[config.mk]
export PLATFORM = sky130hd
export DESIGN_NAME = serial_half_sub_fsm_flat
export DESIGN_NICKNAME = d
export VERILOG_FILES = /design/src/rtl/serial_half_sub_fsm_if.sv /design/src/rtl/serial_half_sub_fsm.sv /design/src/flat_wrapper.sv
export SDC_FILE = /design/constraint.sdc
export NUM_CORES = 1
export LEC_CHECK = 0
export CAP_MARGIN = 20
export CELL_PAD_IN_SITES_DETAIL_PLACEMENT = 0
export CELL_PAD_IN_SITES_GLOBAL_PLACEMENT = 2
export CORE_UTILIZATION = 36
export CTS_CLUSTER_SIZE = 10
export DETAILED_ROUTE_END_ITERATION = 12
export PLACE_DENSITY = 0.91
export SETUP_SLACK_MARGIN = 0.5
export SLEW_MARGIN = 20
export SYNTH_ARGS = -nofsm -noshare
export SYNTH_HDL_FRONTEND = slang
export SYNTH_SLANG_ARGS = --single-unit
[constraint.sdc]
create_clock -name clk -period 3.06 [get_ports clk]
set_input_delay 0.612 -clock clk [delete_from_list [all_inputs] [get_ports clk]]
set_output_delay 0.612 -clock clk [all_outputs]
set_load 0.005 [all_outputs]
[src/rtl/serial_half_sub_fsm_if.sv]
// ---------------------------------------------------------------------------
// serial_half_sub_fsm_if
// Handshake and data bundle for the bit-serial subtractor.
//   start      : request, sampled only while the subtractor is idle
//   a_in       : minuend, captured on the accepted start edge
//   b_in       : subtrahend, captured on the accepted start edge
//   busy       : high while shifting and during the done cycle
//   done       : one-cycle pulse, diff/borrow_out valid
//   diff       : a_in - b_in modulo 2^WIDTH
//   borrow_out : final borrow, 1 when a_in < b_in (unsigned)
// Modports: master drives requests, slave (the subtractor) answers.
// ---------------------------------------------------------------------------
interface serial_half_sub_fsm_if #(
  parameter int WIDTH = 8
);
  logic             start;
  logic [WIDTH-1:0] a_in;
  logic [WIDTH-1:0] b_in;
  logic             busy;
  logic             done;
  logic [WIDTH-1:0] diff;
  logic             borrow_out;

  modport master (
    output start, a_in, b_in,
    input  busy, done, diff, borrow_out
  );

  modport slave (
    input  start, a_in, b_in,
    output busy, done, diff, borrow_out
  );
endinterface

[src/rtl/serial_half_sub_fsm.sv]
// ---------------------------------------------------------------------------
// serial_half_sub_fsm
// Bit-serial subtractor: diff = a_in - b_in, LSB first, one bit per clock,
// using a single half-subtractor cell with the borrow held in a flop.
// Ports:
//   clk   : rising-edge clock
//   rst_n : asynchronous active-low reset
//   bus   : serial_half_sub_fsm_if.slave (start/a_in/b_in in,
//           busy/done/diff/borrow_out out)
// Timing: start accepted at edge N, done high in the cycle after edge
// N+WIDTH; one operation at most every WIDTH+2 cycles.
// ---------------------------------------------------------------------------
module serial_half_sub_fsm #(
  parameter int WIDTH = 8
) (
  input  logic                  clk,
  input  logic                  rst_n,
  serial_half_sub_fsm_if.slave  bus
);

  localparam int CW = (WIDTH > 1) ? $clog2(WIDTH) : 1;

  typedef enum logic [1:0] {
    S_IDLE  = 2'd0,
    S_SHIFT = 2'd1,
    S_DONE  = 2'd2
  } state_t;

  // One half-subtractor step: returns {borrow_next, difference_bit}.
  function automatic logic [1:0] half_sub_cell(
    input logic a,
    input logic b,
    input logic br
  );
    logic d;
    logic br_next;
    d       = a ^ b ^ br;
    br_next = (~a & b) | (~(a ^ b) & br);
    return {br_next, d};
  endfunction

  state_t           state_r;
  logic [WIDTH-1:0] a_sh_r;
  logic [WIDTH-1:0] b_sh_r;
  logic [WIDTH-1:0] diff_sh_r;
  logic             br_r;
  logic [CW-1:0]    cnt_r;
  logic             busy_r;
  logic             done_r;
  logic [WIDTH-1:0] diff_r;
  logic             borrow_out_r;

  logic [1:0]       cell_s;
  logic [WIDTH-1:0] diff_next_s;

  // Current cell result and the diff shift register after this bit lands.
  always_comb begin
    cell_s      = half_sub_cell(a_sh_r[0], b_sh_r[0], br_r);
    diff_next_s = {cell_s[0], diff_sh_r[WIDTH-1:1]};
  end

  // Control FSM, datapath shift registers and registered outputs.
  always_ff @(posedge clk or negedge rst_n) begin
    if (!rst_n) begin
      state_r      <= S_IDLE;
      a_sh_r       <= '0;
      b_sh_r       <= '0;
      diff_sh_r    <= '0;
      br_r         <= 1'b0;
      cnt_r        <= '0;
      busy_r       <= 1'b0;
      done_r       <= 1'b0;
      diff_r       <= '0;
      borrow_out_r <= 1'b0;
    end else begin
      case (state_r)
        S_IDLE: begin
          done_r <= 1'b0;
          if (bus.start) begin
            a_sh_r       <= bus.a_in;
            b_sh_r       <= bus.b_in;
            diff_sh_r    <= '0;
            br_r         <= 1'b0;
            cnt_r        <= '0;
            busy_r       <= 1'b1;
            // A new result is being built; the old one is withdrawn.
            diff_r       <= '0;
            borrow_out_r <= 1'b0;
            state_r      <= S_SHIFT;
          end else begin
            busy_r  <= 1'b0;
            state_r <= S_IDLE;
          end
        end
        S_SHIFT: begin
          a_sh_r    <= {1'b0, a_sh_r[WIDTH-1:1]};
          b_sh_r    <= {1'b0, b_sh_r[WIDTH-1:1]};
          diff_sh_r <= diff_next_s;
          br_r      <= cell_s[1];
          cnt_r     <= cnt_r + CW'(1);
          // Old count WIDTH-1 means this edge processes the MSB.
          if (cnt_r == CW'(WIDTH - 1)) begin
            diff_r       <= diff_next_s;
            borrow_out_r <= cell_s[1];
            done_r       <= 1'b1;
            state_r      <= S_DONE;
          end else begin
            state_r <= S_SHIFT;
          end
        end
        S_DONE: begin
          done_r  <= 1'b0;
          busy_r  <= 1'b0;
          state_r <= S_IDLE;
        end
        default: begin
          done_r  <= 1'b0;
          busy_r  <= 1'b0;
          state_r <= S_IDLE;
        end
      endcase
    end
  end

  assign bus.busy       = busy_r;
  assign bus.done       = done_r;
  assign bus.diff       = diff_r;
  assign bus.borrow_out = borrow_out_r;

endmodule
[src/flat_wrapper.sv]
// flat-port wrapper written by rule: the top's interface ports become plain ports
module serial_half_sub_fsm_flat 
#(
  parameter int WIDTH = 8
)
  (clk, rst_n, bus_start, bus_a_in, bus_b_in, bus_busy, bus_done, bus_diff, bus_borrow_out);
  serial_half_sub_fsm_if #(.WIDTH(WIDTH)) bus_i ();
  input  logic clk;
  input  logic rst_n;
  input wire logic [$bits(bus_i.start)-1:0] bus_start;
  input wire logic [$bits(bus_i.a_in)-1:0] bus_a_in;
  input wire logic [$bits(bus_i.b_in)-1:0] bus_b_in;
  output wire logic [$bits(bus_i.busy)-1:0] bus_busy;
  output wire logic [$bits(bus_i.done)-1:0] bus_done;
  output wire logic [$bits(bus_i.diff)-1:0] bus_diff;
  output wire logic [$bits(bus_i.borrow_out)-1:0] bus_borrow_out;
  assign bus_i.start = bus_start;
  assign bus_i.a_in = bus_a_in;
  assign bus_i.b_in = bus_b_in;
  assign bus_busy = bus_i.busy;
  assign bus_done = bus_i.done;
  assign bus_diff = bus_i.diff;
  assign bus_borrow_out = bus_i.borrow_out;
  serial_half_sub_fsm #(.WIDTH(WIDTH)) u_core (.clk(clk), .rst_n(rst_n), .bus(bus_i));
endmodule
### After elaboration in Yosys (flattened, before gate mapping)

Cells that the tools add are included.
Widths: inputs -> output; s select.

| storage, ports and cells | value |
|---|---|
| register bits | 41 |
| latch bits | 0 |
| RAM bits | 0 |
| memory bits (read-only) | 0 |
| bits of input ports | 19 |
| output and inout port bits | 11 |
| logic and storage cells | 47 |
| memories | 0 |

| cells by class | value |
|---|---|
| add/sub/neg operators | 1 |
| multiply operators | 0 |
| divide/modulo/power cells | 0 |
| magnitude comparators | 0 |
| equality and inequality tests | 4 |
| shift-type cells | 0 |
| muxes and demuxes | 21 |
| bitwise operators | 7 |
| reductions and logical operators | 4 |

Operators by type and width:

| operator | number |
|---|---|
| $pmux 8 s2 | 4 |
| $mux 8 | 4 |
| $mux 1 | 6 |
| $pmux 1 s2 | 3 |
| $pmux 3 s2 | 1 |
| $pmux 2 s2 | 1 |
| $add 3x1->3 const B | 1 |
| $eq 3x3->1 const B | 1 |
| $mux 3 | 1 |
| $reduce_and 3->1 | 1 |
| $and 1x1->1 | 2 |
| $eq 2x1->1 const B | 1 |
| $logic_not 2->1 | 1 |
| $mux 2 | 1 |
| $ne 2x1->1 const B | 1 |
| $ne 2x2->1 const B | 1 |
| $not 1->1 | 2 |
| $reduce_and 2->1 | 1 |
| $reduce_bool 2->1 | 1 |
| $xor 1x1->1 | 2 |
| $or 1x1->1 | 1 |

### Logic depth before layout (Yosys ltp)

| depth | value |
|---|---|
| word-level depth | 6 |
| gate-level depth with buffers | 6 |
| depth with buffers taken out | 5 |

### Worst setup path after synthesis

Ideal clock, no wire load.

| path | value |
|---|---|
| path kind | flip-flop to flip-flop |
| start | register u_core.cnt_r[0] |
| end | register u_core.borrow_out_r (netlist: u_core.bus.borrow_out) |
| setup time | 0.121 ns |
| arrival | 1.270 ns |
| data required time | 2.939 ns |
| path slack | 1.669 ns |
| stages on the path, launching flop included | 7 |
| buffers on the path | 1 |
| period minus slack after synthesis | 1.391 ns |
| cell sequence | dfrtp_1 -> ha_1 -> ha_1 -> nor2b_1 -> buf_2 -> a32oi_1 -> nand2_1 |

| between the ends | value |
|---|---|
| word-level cells in the longest chain between the ends | 3 |

Ends and longest elaborated chain:

| item | RTL line | text |
|---|---|---|
| from (decl) | serial_half_sub_fsm.sv:47 | `logic [CW-1:0] cnt_r;` |
| from (signal assigned) | serial_half_sub_fsm.sv:100 | `cnt_r <= cnt_r + CW'(1);` |
| $eq 3x3->1 | serial_half_sub_fsm.sv:102 | `if (cnt_r == CW'(WIDTH - 1)) begin` |
| $ne 2x1->1 (no source line) | n/a |  |
| $reduce_and 3->1 (no source line) | n/a |  |
| to (signal assigned) | serial_half_sub_fsm.sv:104 | `borrow_out_r <= cell_s[1];` |
| to (decl) | serial_half_sub_fsm.sv:51 | `logic borrow_out_r;` |

No other way between the ends.
A chain may end at the register's enable or synchronous reset.

### Worst setup path in the final report

| path | value |
|---|---|
| start | input port bus_start |
| end | register u_core.a_sh_r[2] |

| between the ends | value |
|---|---|
| word-level cells in the longest chain between the ends | 2 |

Ends and longest elaborated chain:

| item | RTL line | text |
|---|---|---|
| from (decl) | flat_wrapper.sv:10 | `input wire logic [$bits(bus_i.start)-1:0] bus_start;` |
| $ne 2x2->1 (no source line) | n/a |  |
| $reduce_and 2->1 (no source line) | n/a |  |
| to (signal assigned) | serial_half_sub_fsm.sv:80 | `a_sh_r <= bus.a_in;` |
| to (signal assigned) | serial_half_sub_fsm.sv:96 | `a_sh_r <= {1'b0, a_sh_r[WIDTH-1:1]};` |
| to (decl) | serial_half_sub_fsm.sv:43 | `logic [WIDTH-1:0] a_sh_r;` |

No other way between the ends.

==> flow_metrics.tcl <==
set metrics [dict create \
    outcome "completed" \
    final_cell_mix "dfrtp_1 (40), clkdlybuf4s50_1 (28), nand2_1 (23)" \
    synthXorXnorAreaFrac_pct 0 \
    clk_path_buf_depth 2 \
    worst_setup_path_start_kind "primary input" \
    routed_wl_um 3940 \
    dpl.hpwl_um 2500 \
    finalHoldViolations 0 \
    worst_pin_slew_ns 0.874 \
    p_switching_uw 761 \
    leakagePower_uw 0.000942 \
    nets 211 \
    grtUsageTotal_pct 16.6 \
    drtIter0Drc 101 \
    drc_errors 0 \
    p_int_uw 1370 \
    final_area_um2 2190 \
    ios 30 \
    crit_start "bus_start" \
    synth_mux_area_share_pct 0 \
    combPwrFrac_pct 35.2 \
    cts_buffers 5 \
    slowest_stage "or2_0" \
    setup_viol 0 \
    cp_cell_sequence "clkdlybuf4s50_1 -> or2_0 -> o32ai_1 -> nor2_1" \
    insertion_delay_ns 0.28 \
    wire_per_inst_um 15.3 \
    via_count 1385 \
    synth_warnings 0 \
    die_area_um2 5260 \
    crit_fanout 14 \
    clock.fmax_mhz 488 \
    grt_pass1_vias 1393 \
    postCtsSetupRepairBufs 0 \
    cts_hold_buf 0 \
    drv_cap 0 \
    worstHoldPathType "in2async" \
    cpLargestDelayFamily "simple AND/OR/NAND/NOR gates" \
    grt_max_degree 41 \
    vias_per_cell 5.39 \
    gp_congestion 0.747 \
    synth_top_family_by_area "compound AO/OA/AOI/OAI gates" \
    syn2layout_area_growth_pct 22.3 \
    syn_nets 188 \
    std_cell_rows 25 \
    synthCells 166 \
    ctsRootBufferMaster "clkbuf_8" \
    start_util_pct 37.7 \
    synth_area_leaders "dfrtp_1 (56%), o32ai_1 (6.4%), o22ai_1 (4.9%)" \
    cp_num_buf_inv 1 \
    port_buffers 29 \
    fin_crit_ns 2.05 \
    power-per-cell-area_nw_per_um2 973 \
    synthSimpleGateAreaFrac_pct 12.0 \
    fin_skew_ns 0.00750 \
    required_ns 3.27 \
    synth_area_per_cell_um2 10.8 \
    antenna_found_initial 0 \
    cts_resized 0 \
    final.setup.tns_ns 0 \
    switching_share_pct 35.7 \
    clock_sinks 40 \
    cts_tree "yes" \
    synth_cell_types 23 \
    die_w_um 72.5 \
    final_max_slew_viol_count 0 \
    ant_nets 0 \
    clk_pin_slew_ns 0.07 \
    arrival_ns 2.26 \
    die_h_um 72.5 \
    n_antenna_cell 0 \
    ys_seq_area_share_pct 55.9 \
    grt_pass1_wl_um 6580 \
    p_clk_share_pct 19.7 \
    worstReg2RegStart "u_core.state_r[0]" \
    final_common_cell "dfrtp_1" \
    synth_largest_type_area_fraction_pct 55.9 \
    relSlewSlack_pct 41.7 \
    finalCritPeriodShare_pct 67.0 \
    p_seq_share_pct 45.1 \
    slowest_delay_ns 0.68 \
    synth_compound_area_share_pct 23.6 \
    end_kind "register" \
    core_area_um2 4750 \
    path_class "in2reg" \
    ys_seq_elements 40 \
    first_pass_iters 4 \
    post_dp_cell_area_um2 2080 \
    ir_worst_vdd_uv 359 \
    htreeDepth 2 \
    synthAdderAreaFrac_pct 2.51 \
    rsz0062_at_grt "no" \
    yosys.area.top_type "dfrtp_1" \
    gr-total-overflow 0 \
    syn-cell-area_um2 1790 \
    drive_gt1_share_pct 6.32 \
]
==> per-layer routing <==
layer | up-vias | global-route usage (%) | wire, um | share of wire [%]
met2 | 43 | 26.5 | 1820 | 46
li1 | 656 | - | - | -
met3 | 2 | 4.86 | 212 | 5.4
met1 | 684 | 21.6 | 1890 | 48
met4 | 0 | 5.45 | 21 | 0.53
met5 | - | 0 | 0 | 0
==> synth_stat cells (all sizes together) <==
cell	n
o21bai	1
and2	1
dfrtp	40
a32oi	9
o21ai	6
or2b	1
ha	2
nand2	23
a21oi	2
nor2b	4
o22ai	14
fa	1
o32ai	14
or2	1
inv	4
buf	15
nand2b	2
a22o	9
nor2	17
==> per-stage QoR <==
stage / total power [uW] / std cells / utilization (%) / worst slack, ns / hold WS [ns]
global route: 2290 / 257 / 46.1 / 0.950 / 0.507
floorplan: 1460 / 166 / - / 1.67 / 0.316
detailed placement: 1720 / 249 / 43.8 / 0.737 / 0.484
finish: 2130 / 257 / 46.1 / 1.01 / 0.441
global placement: 1680 / 249 / 43.8 / 0.795 / 0.477
CTS: 2150 / 257 / 46.1 / 1.03 / 0.469
==> flip-flops by register name (all words and copies together), names as in the netlist <==
register               cells
u_core.a_sh_r              8
u_core.b_sh_r              8
u_core.br_r                1
u_core.bus.borrow_out      1
u_core.bus.busy            1
u_core.bus.diff            8
u_core.bus.done            1
u_core.cnt_r               3
u_core.diff_sh_r           7
u_core.state_r             2
==> worst register-to-register path: stages, from the launching register on <==
cell	delay, ns
dfrtp_1	0.72
or2_0	0.72
o32ai_1	0.22
nor2_1	0.16
==> power groups by stage <==
stage                     registers, uW  logic (uW)  clock network [uW]
after floorplan                     903         556                   0
after global placement              958         726                   0
after detailed placement            970         750                   0
after CTS                           962         756                 430
after global routing                995         842                 453
final                               961         750                 421
==> final timing paths <==
kind / slack [ns] / endpoint / cells past startpoint
setup / recovery: 1.01 / u_core.a_sh_r[2] / 4
hold / removal: 0.44 / u_core.a_sh_r[3] / 1
setup reg to reg: 1.16 / u_core.a_sh_r[2] / 3
hold reg to reg: 0.50 / u_core.cnt_r[0] / 1
max in group asynchronous: 2.07 / u_core.state_r[1] / 1
min in group clk: 0.50 / u_core.cnt_r[0] / 1
==> kinds of logic (layout without fill, tap and decap cells) <==
logic type,after synthesis,count (layout)
and+or+nand+nor,49,49
DFF,40,40
AOI/OAI and AO/OA,55,55
adders and majority gates,3,3
buffers and inverters,19,43
==> area by class of cell <==
class / instances / area, um2
clock inverter: 2 / 35.0
sequential: 40 / 1000
timing repair buffer: 31 / 300
tap: 67 / 83.8
clock buffer: 6 / 72.6
inverter: 4 / 15.0
fill: 453 / 2560
multi-input combinational: 107 / 683
(Power assumes the default switching activity.)
